--- src/rtl/inst_mem_loader_pkg.sv ---
// Shared types and frame constants for the byte-stream instruction memory loader.
package inst_mem_loader_pkg;

  typedef enum logic [2:0] {
    S_IDLE,
    S_BASE,
    S_CNT,
    S_DLO,
    S_DHI,
    S_WSTB,
    S_CHK
  } ld_state_e;

  localparam logic [7:0] SYNC_BYTE_DEF = 8'hA5;
  localparam int         BASE_BYTES    = 4;
  localparam int         CNT_BYTES     = 2;

endpackage

--- src/rtl/inst_mem_loader.sv ---
// Framed byte-stream loader: SYNC, BASE[4], COUNT[2], DATA[2N], CHK -> 16-bit memory writes.
module inst_mem_loader
  import inst_mem_loader_pkg::*;
#(
  parameter logic [7:0] SYNC_BYTE = SYNC_BYTE_DEF,
  parameter int         ADDR_W    = 32
) (
  input  logic              Clk,
  input  logic              Rst_n,
  input  logic [7:0]        In_Data,
  input  logic              In_Valid,
  output logic              In_Ready,
  output logic [15:0]       OP_Code,
  output logic [ADDR_W-1:0] Write_Address,
  output logic              Write_Enable,
  output logic              Busy,
  output logic              Done,
  output logic              Error
);

  localparam logic [1:0] BASE_LAST = 2'(BASE_BYTES - 1);
  localparam logic [1:0] CNT_LAST  = 2'(CNT_BYTES - 1);

  ld_state_e         state_q;
  logic [31:0]       base_q;
  logic [15:0]       n_q, idx_q;
  logic [1:0]        bcnt_q;
  logic [7:0]        lo_q, chk_q;
  logic [15:0]       op_q;
  logic [ADDR_W-1:0] addr_q;
  logic              we_q, busy_q, done_q, err_q;
  logic              acc;
  logic [15:0]       n_d;

  assign In_Ready = (state_q != S_WSTB);
  assign acc      = In_Valid & In_Ready;
  assign n_d      = {In_Data, n_q[15:8]};

  // Strobe lags the WSTB state by one cycle so address/data settle a full
  // cycle before the level-sensitive write port sees Write_Enable.
  always_ff @(posedge Clk or negedge Rst_n) begin
    if (!Rst_n) begin
      state_q <= S_IDLE;
      base_q  <= '0;
      n_q     <= '0;
      idx_q   <= '0;
      bcnt_q  <= '0;
      lo_q    <= '0;
      chk_q   <= '0;
      op_q    <= '0;
      addr_q  <= '0;
      we_q    <= 1'b0;
      busy_q  <= 1'b0;
      done_q  <= 1'b0;
      err_q   <= 1'b0;
    end else begin
      we_q   <= (state_q == S_WSTB);
      done_q <= 1'b0;
      case (state_q)
        S_IDLE: if (acc && In_Data == SYNC_BYTE) begin
          state_q <= S_BASE;
          busy_q  <= 1'b1;
          err_q   <= 1'b0;
          bcnt_q  <= '0;
          chk_q   <= '0;
          idx_q   <= '0;
        end
        S_BASE: if (acc) begin
          base_q <= {In_Data, base_q[31:8]};
          bcnt_q <= bcnt_q + 2'd1;
          if (bcnt_q == BASE_LAST) begin
            bcnt_q  <= '0;
            state_q <= S_CNT;
          end
        end
        S_CNT: if (acc) begin
          n_q    <= n_d;
          bcnt_q <= bcnt_q + 2'd1;
          if (bcnt_q == CNT_LAST) begin
            bcnt_q  <= '0;
            state_q <= (n_d == 16'd0) ? S_CHK : S_DLO;
          end
        end
        S_DLO: if (acc) begin
          lo_q    <= In_Data;
          chk_q   <= chk_q ^ In_Data;
          state_q <= S_DHI;
        end
        S_DHI: if (acc) begin
          chk_q   <= chk_q ^ In_Data;
          op_q    <= {In_Data, lo_q};
          addr_q  <= ADDR_W'(base_q) + ADDR_W'(idx_q);
          state_q <= S_WSTB;
        end
        S_WSTB: begin
          idx_q   <= idx_q + 16'd1;
          state_q <= (16'(idx_q + 16'd1) == n_q) ? S_CHK : S_DLO;
        end
        S_CHK: if (acc) begin
          busy_q  <= 1'b0;
          state_q <= S_IDLE;
          if (In_Data == chk_q) done_q <= 1'b1;
          else                  err_q  <= 1'b1;
        end
        default: state_q <= S_IDLE;
      endcase
    end
  end

  assign OP_Code       = op_q;
  assign Write_Address = addr_q;
  assign Write_Enable  = we_q;
  assign Busy          = busy_q;
  assign Done          = done_q;
  assign Error         = err_q;

endmodule

--- config.mk ---
export PLATFORM = sky130hd
export DESIGN_NAME = inst_mem_loader
export DESIGN_NICKNAME = d
export VERILOG_FILES = /design/src/rtl/inst_mem_loader_pkg.sv /design/src/rtl/inst_mem_loader.sv
export SDC_FILE = /design/constraint.sdc
export NUM_CORES = 1
export LEC_CHECK = 0
export ABC_AREA = 1
export BUFFER_PORTS_ARGS = -buffer_cell sky130_fd_sc_hd__buf_4
export CAP_MARGIN = 5
export CORE_UTILIZATION = 60
export CTS_CLUSTER_SIZE = 28
export DETAILED_ROUTE_END_ITERATION = 7
export GPL_TIMING_DRIVEN = 0
export PLACE_DENSITY = 0.87
export SYNTH_ARGS = -nofsm -noshare
export SYNTH_HDL_FRONTEND = slang
export SYNTH_SLANG_ARGS = --single-unit
export TNS_END_PERCENT = 100
--- constraint.sdc ---
create_clock -name Clk -period 6.8 [get_ports Clk]
set_input_delay 0.34 -clock Clk [delete_from_list [all_inputs] [get_ports Clk]]
set_output_delay 0.34 -clock Clk [all_outputs]
set_load 0.02 [all_outputs]
# [Word-level counts from Yosys, hierarchy flattened]
# Index checks and enable logic that the tools add are counted.
[totals] mem_count=0 latch_bits=0 reg_bits=137 mem_bits_ro=0 mem_bits_rw=0
[op_classes] shifts=0 n_mux=32 reduce_logical=18 eq_ne=22 multipliers=0 n_addsub=3 bitwise_logic=2 n_lt_le_gt_ge=0 div_mod_pow=0
[op_table] cell="$add A32 B16 Y32" n=1
[op_table] cell="$pmux W16 S2" n=1
[op_table] cell="$mux W3" n=10
[op_table] cell="$pmux W3 S7" n=1
[op_table] cell="$ne A2 B2 Y1 const B" n=9
[op_table] cell="$add A16 B1 Y16 const B" n=1
[op_table] cell="$eq A16 B16 Y1" n=1
[op_table] cell="$logic_not A16 Y1" n=1
[op_table] cell="$mux W16" n=1
[op_table] cell="$mux W8" n=2
[op_table] cell="$pmux W8 S2" n=1
[op_table] cell="$mux W2" n=5
[op_table] cell="$reduce_and A2 Y1" n=5
[op_table] cell="$eq A3 B3 Y1 const B" n=3
[op_table] cell="$eq A8 B8 Y1" n=1
[op_table] cell="$eq A8 B8 Y1 const B" n=1
[op_table] cell="$mux W1" n=8
[op_table] cell="$reduce_and A4 Y1" n=2
[op_table] cell="$reduce_and A8 Y1" n=1
[op_table] cell="$xor A8 B8 Y8" n=1
[op_table] cell="$eq A3 B2 Y1 const B" n=2
[op_table] cell="$pmux W2 S3" n=1
[op_table] cell="$reduce_and A3 Y1" n=2
[op_table] cell="$reduce_bool A2 Y1" n=3
[op_table] cell="other kinds (12)" n=13

# [Longest topological paths before layout]
[depth] word_depth=5 ltp_mapped=16 ltp_nobuf=16

# [Worst setup path before layout]
# Ideal clock, no wire load.
[synth_path] kind="register to register" from="register idx_q[0]" to="register addr_q[28], in the netlist Write_Address[28]" synth_period_minus_slack_ns=2.193 stages_incl_launch_ff=14 arrival_ns=2.075 required_ns=6.682 setup_slack_ns=4.607 setup_ns=0.118 cell_sequence="dfrtp_1 -> ha_1 -> inv_1 -> fa_1 -> nor3_1 -> nor2_1 -> o21bai_2 -> nand2_1 -> nand2_1 -> nand2_1 -> nor2_1 -> nand2_1 -> nand3_1 -> nand2_1"
[synth_between] elab_chain_cells=1
[synth_rtl] item="start: declaration" line="inst_mem_loader.sv:26" text="logic [15:0] n_q, idx_q;"
[synth_rtl] item="start signal: assignment" line="inst_mem_loader.sv:96" text="idx_q <= idx_q + 16'd1;"
[synth_rtl] item="$add A32 B16 Y32" line="inst_mem_loader.sv:92" text="addr_q <= ADDR_W'(base_q) + ADDR_W'(idx_q);"
[synth_rtl] item="end signal: assignment" line="inst_mem_loader.sv:92"
[synth_rtl] item="end: declaration" line="inst_mem_loader.sv:30" text="logic [ADDR_W-1:0] addr_q;"
# Every way passes these cells.
# A chain may end at the register's enable or synchronous reset.

# [Worst setup path in the final report]
# Same ends and word-level chain as after synthesis.

==> impl_metrics.env <==
export IMPL_status="finished, final reports clean"
export IMPL_synth_top_area_share=0.466
export IMPL_required_ps=7120
export IMPL_overflow=0
export IMPL_synth_seq_cells=137
export IMPL_clockPowerShare=0.208
export IMPL_antenna_left=0
export IMPL_clock_path_buffers=2
export IMPL_syn_nets=967
export IMPL_slew_viol_final=0
export IMPL_clk_pin_slew_ps=60
export IMPL_first_pass_iters=6
export IMPL_synthTopCellsByArea="dfrtp_1, nand2_1, o21ai_0"
export IMPL_synth_cell_types=45
export IMPL_seq_power_share=0.330
export IMPL_crit_path_frequent_cell="nand2_1"
export IMPL_diodes=0
export IMPL_grt_total_usage=0.326
export IMPL_ys_warn_count=0
export IMPL_met2_length_um=9050
export IMPL_ys_async_sr_fraction=1.00
export IMPL_p_int_uw=2570
export IMPL_multiInputGateArea_mm2=0.00345
export IMPL_timing_fmax_mhz=356
export IMPL_dieHeight_um=113
export IMPL_maxCapViolCount=0
export IMPL_fillers=872
export IMPL_wl_met3_um=1470
export IMPL_cts_tree="done"
export IMPL_synth_xor_area_frac=0.0411
export IMPL_max_stage_delay_ps=530
export IMPL_cts_inserted_buffers=17
export IMPL_finalSetupViolations=0
export IMPL_critPathSlowestCell="dfrtp_1"
export IMPL_io_pins=64
export IMPL_drive_gt1_frac=0.132
export IMPL_post_dp_hpwl_um=13700
export IMPL_port_buffers=63
export IMPL_yosys_area_share_simple=0.264
export IMPL_cp_top_family="simple AND/OR/NAND/NOR gates"
export IMPL_via_count=6799
export IMPL_seqCellArea_mm2=0.00343
export IMPL_drt_iter0_markers=649
export IMPL_hold_class="input port to flip-flop"
export IMPL_fin_setup_tns_ps=0
export IMPL_ys_seq_area_frac=0.466
export IMPL_synth_top_family_by_area="simple AND/OR/NAND/NOR gates"
export IMPL_end_kind="flip-flop"
export IMPL_grt_pass1_vias=6628
export IMPL_hold_viol=0
export IMPL_core_mm2=0.0120
export IMPL_p_leak_uw=0.00438
export IMPL_timing_final_crit_share=0.413
export IMPL_drt_wl_total_um=19300
export IMPL_synth_most_common_cell="nand2_1"
export IMPL_clk_latency_ps=430
export IMPL_grt_pass1_wl_um=32000
export IMPL_start_kind="flip-flop"
export IMPL_htreeDepth=4
export IMPL_syn_area_mm2=0.00736
export IMPL_synthAdderAreaFrac=0.0367
export IMPL_syn_avg_cell_area_um2=7.87
export IMPL_synth_compound_area_frac=0.117
export IMPL_synth_flop_cell="dfrtp_1"
export IMPL_fin_util=0.724
export IMPL_cts_root_buf="clkbuf_16"
export IMPL_syn_inst=935
export IMPL_num_rows=40
export IMPL_critPathKind="flip-flop to flip-flop"
export IMPL_swShare=0.444
export IMPL_wl_met1_um=8150
export IMPL_p_sw_uw=2050
export IMPL_top_layer_used="met4"
export IMPL_p_comb_frac=0.462
export IMPL_fin_worst_skew_ps=7.85
export IMPL_synthMuxAreaShare=0.00918
export IMPL_die_w_um=113
export IMPL_post_cts_resized=0
export IMPL_cts_hold_buf=1
export IMPL_wl_per_cell_um=16.4
export IMPL_irDropWorstVdd_v=0.000300
export IMPL_synth_largest_area_cell="dfrtp_1"
export IMPL_finalCriticalPeriod_ps=2810
export IMPL_power_density_mw_per_mm2=533
export IMPL_drcViolationCount=0
export IMPL_cts_sinks=137
export IMPL_synth_edf_count=0
export IMPL_crit_chain="ha_1 > inv_1 > fa_1 > nor3_1 > nor2_1 > o21bai_2 > nand2_1 > nand2_1 > nand2_1 > nor2_1 > nand2_1 > nand3_1 > nand2_1"
export IMPL_synth_common_cells="nand2_1, dfrtp_1, inv_1"
export IMPL_antenna_found_initial=0
export IMPL_grt_max_degree=98
export IMPL_area_delta_synth_final_pct=17.7
export IMPL_avgViaCountPerCell=5.77
export IMPL_timing_slew_headroom=0.531
export IMPL_rsz0062_at_grt="no"
export IMPL_fin_nets=1051
export IMPL_start_util=0.615
export IMPL_cp_buffers_inverters=1
export IMPL_gp_congestion=0.914
export IMPL_dieArea_mm2=0.0127
export IMPL_critPathMaxFanout=7
export IMPL_postCtsSetupRepairBufs=0
export IMPL_cp_data_arrival_time_ps=3130
export IMPL_worst_slew_pin_slew_ps=703
-- cells by family (layout without fill, tap and decap cells) --
group,Yosys count,after routing
AND/OR/NAND/NOR,455,455
AO/OA/AOI/OAI,159,159
flip-flops,137,137
buffers and inverters,124,220
XOR/XNOR,33,33
adder cells (fa/ha/maj),21,21
multiplexers,6,6
-- area by class of cell --
type                       count  area share
clock buffer                  19      0.0511
tap                          147      0.0212
inverter                     100      0.0435
multi-input combinational    674       0.398
sequential                   137       0.396
buffer                        24      0.0124
timing repair buffer          65      0.0594
clock inverter                12      0.0189
-- layer usage --
| metal | vias to the layer above | track usage |
|---|---|---|
| li1 | 3231 | - |
| met1 | 3213 | 0.429 |
| met5 | - | 0 |
| met2 | 301 | 0.515 |
| met4 | 0 | 0.160 |
| met3 | 54 | 0.0728 |
-- placed cells by master, fill, tap and decap left out, types with 9 or more instances in the layout --
cell       count
dfrtp_1      137
o22ai_1       11
clkbuf_1      16
a21oi_1       24
nor2_1        53
clkbuf_16     17
inv_1         90
xor2_1        23
buf_4         62
o21ai_0       88
nor3_1        15
o21ai_1       21
nand2_1      282
ha_1          20
xnor2_1        9
nand4_1       13
nand3_1       61
-- final timing paths --
kind,slack (ps),depth (start not counted),startpoint,endpoint
setup / recovery,3990,13,idx_q[0],Write_Address[28]
setup reg to reg,3990,13,idx_q[0],Write_Address[28]
hold reg to reg,480,2,OP_Code[1],OP_Code[1]
hold / removal,260,4,In_Data[3],chk_q[3]
min in group asynchronous,400,2,Rst_n,Write_Address[10]
max in group asynchronous,5600,3,Rst_n,lo_q[1]
-- power groups by stage --
stage	clock network, uW	logic (uW)	registers, uW
final	959	2130	1520
after global routing	1000	2370	1560
after CTS	965	2120	1510
after detailed placement	0	2090	1520
after global placement	0	2020	1500
after floorplan	0	1350	1570
-- per-stage QoR --
step,cell area (um2),hold slack [ps],setup slack [ps],power [uW],instances
finish,8660,260,3990,4620,1178
CTS,8660,248,4030,4590,1178
global route,8660,275,3850,4940,1178
global placement,8020,460,4200,3530,1145
floorplan,7360,44.4,4610,2930,935
detailed placement,8050,275,4130,3610,1146
-- flip-flops by register name, summed over array words and instances, names as in the netlist --
signal,count
Write_Address,32
lo_q,8
Done,1
base_q,32
Error,1
OP_Code,16
bcnt_q,2
n_q,16
state_q,3
chk_q,8
Busy,1
Write_Enable,1
idx_q,16
-- worst min-delay path: cells and delay by family --
| family | cells | cell delay (ps) |
|---|---|---|
| XOR/XNOR | 1 | 70 |
| AND/OR/NAND/NOR | 1 | 80 |
| AO/OA/AOI/OAI | 1 | 60 |
| buffers and inverters | 1 | 90 |
No activity file was read; power rests on OpenSTA's default activity.
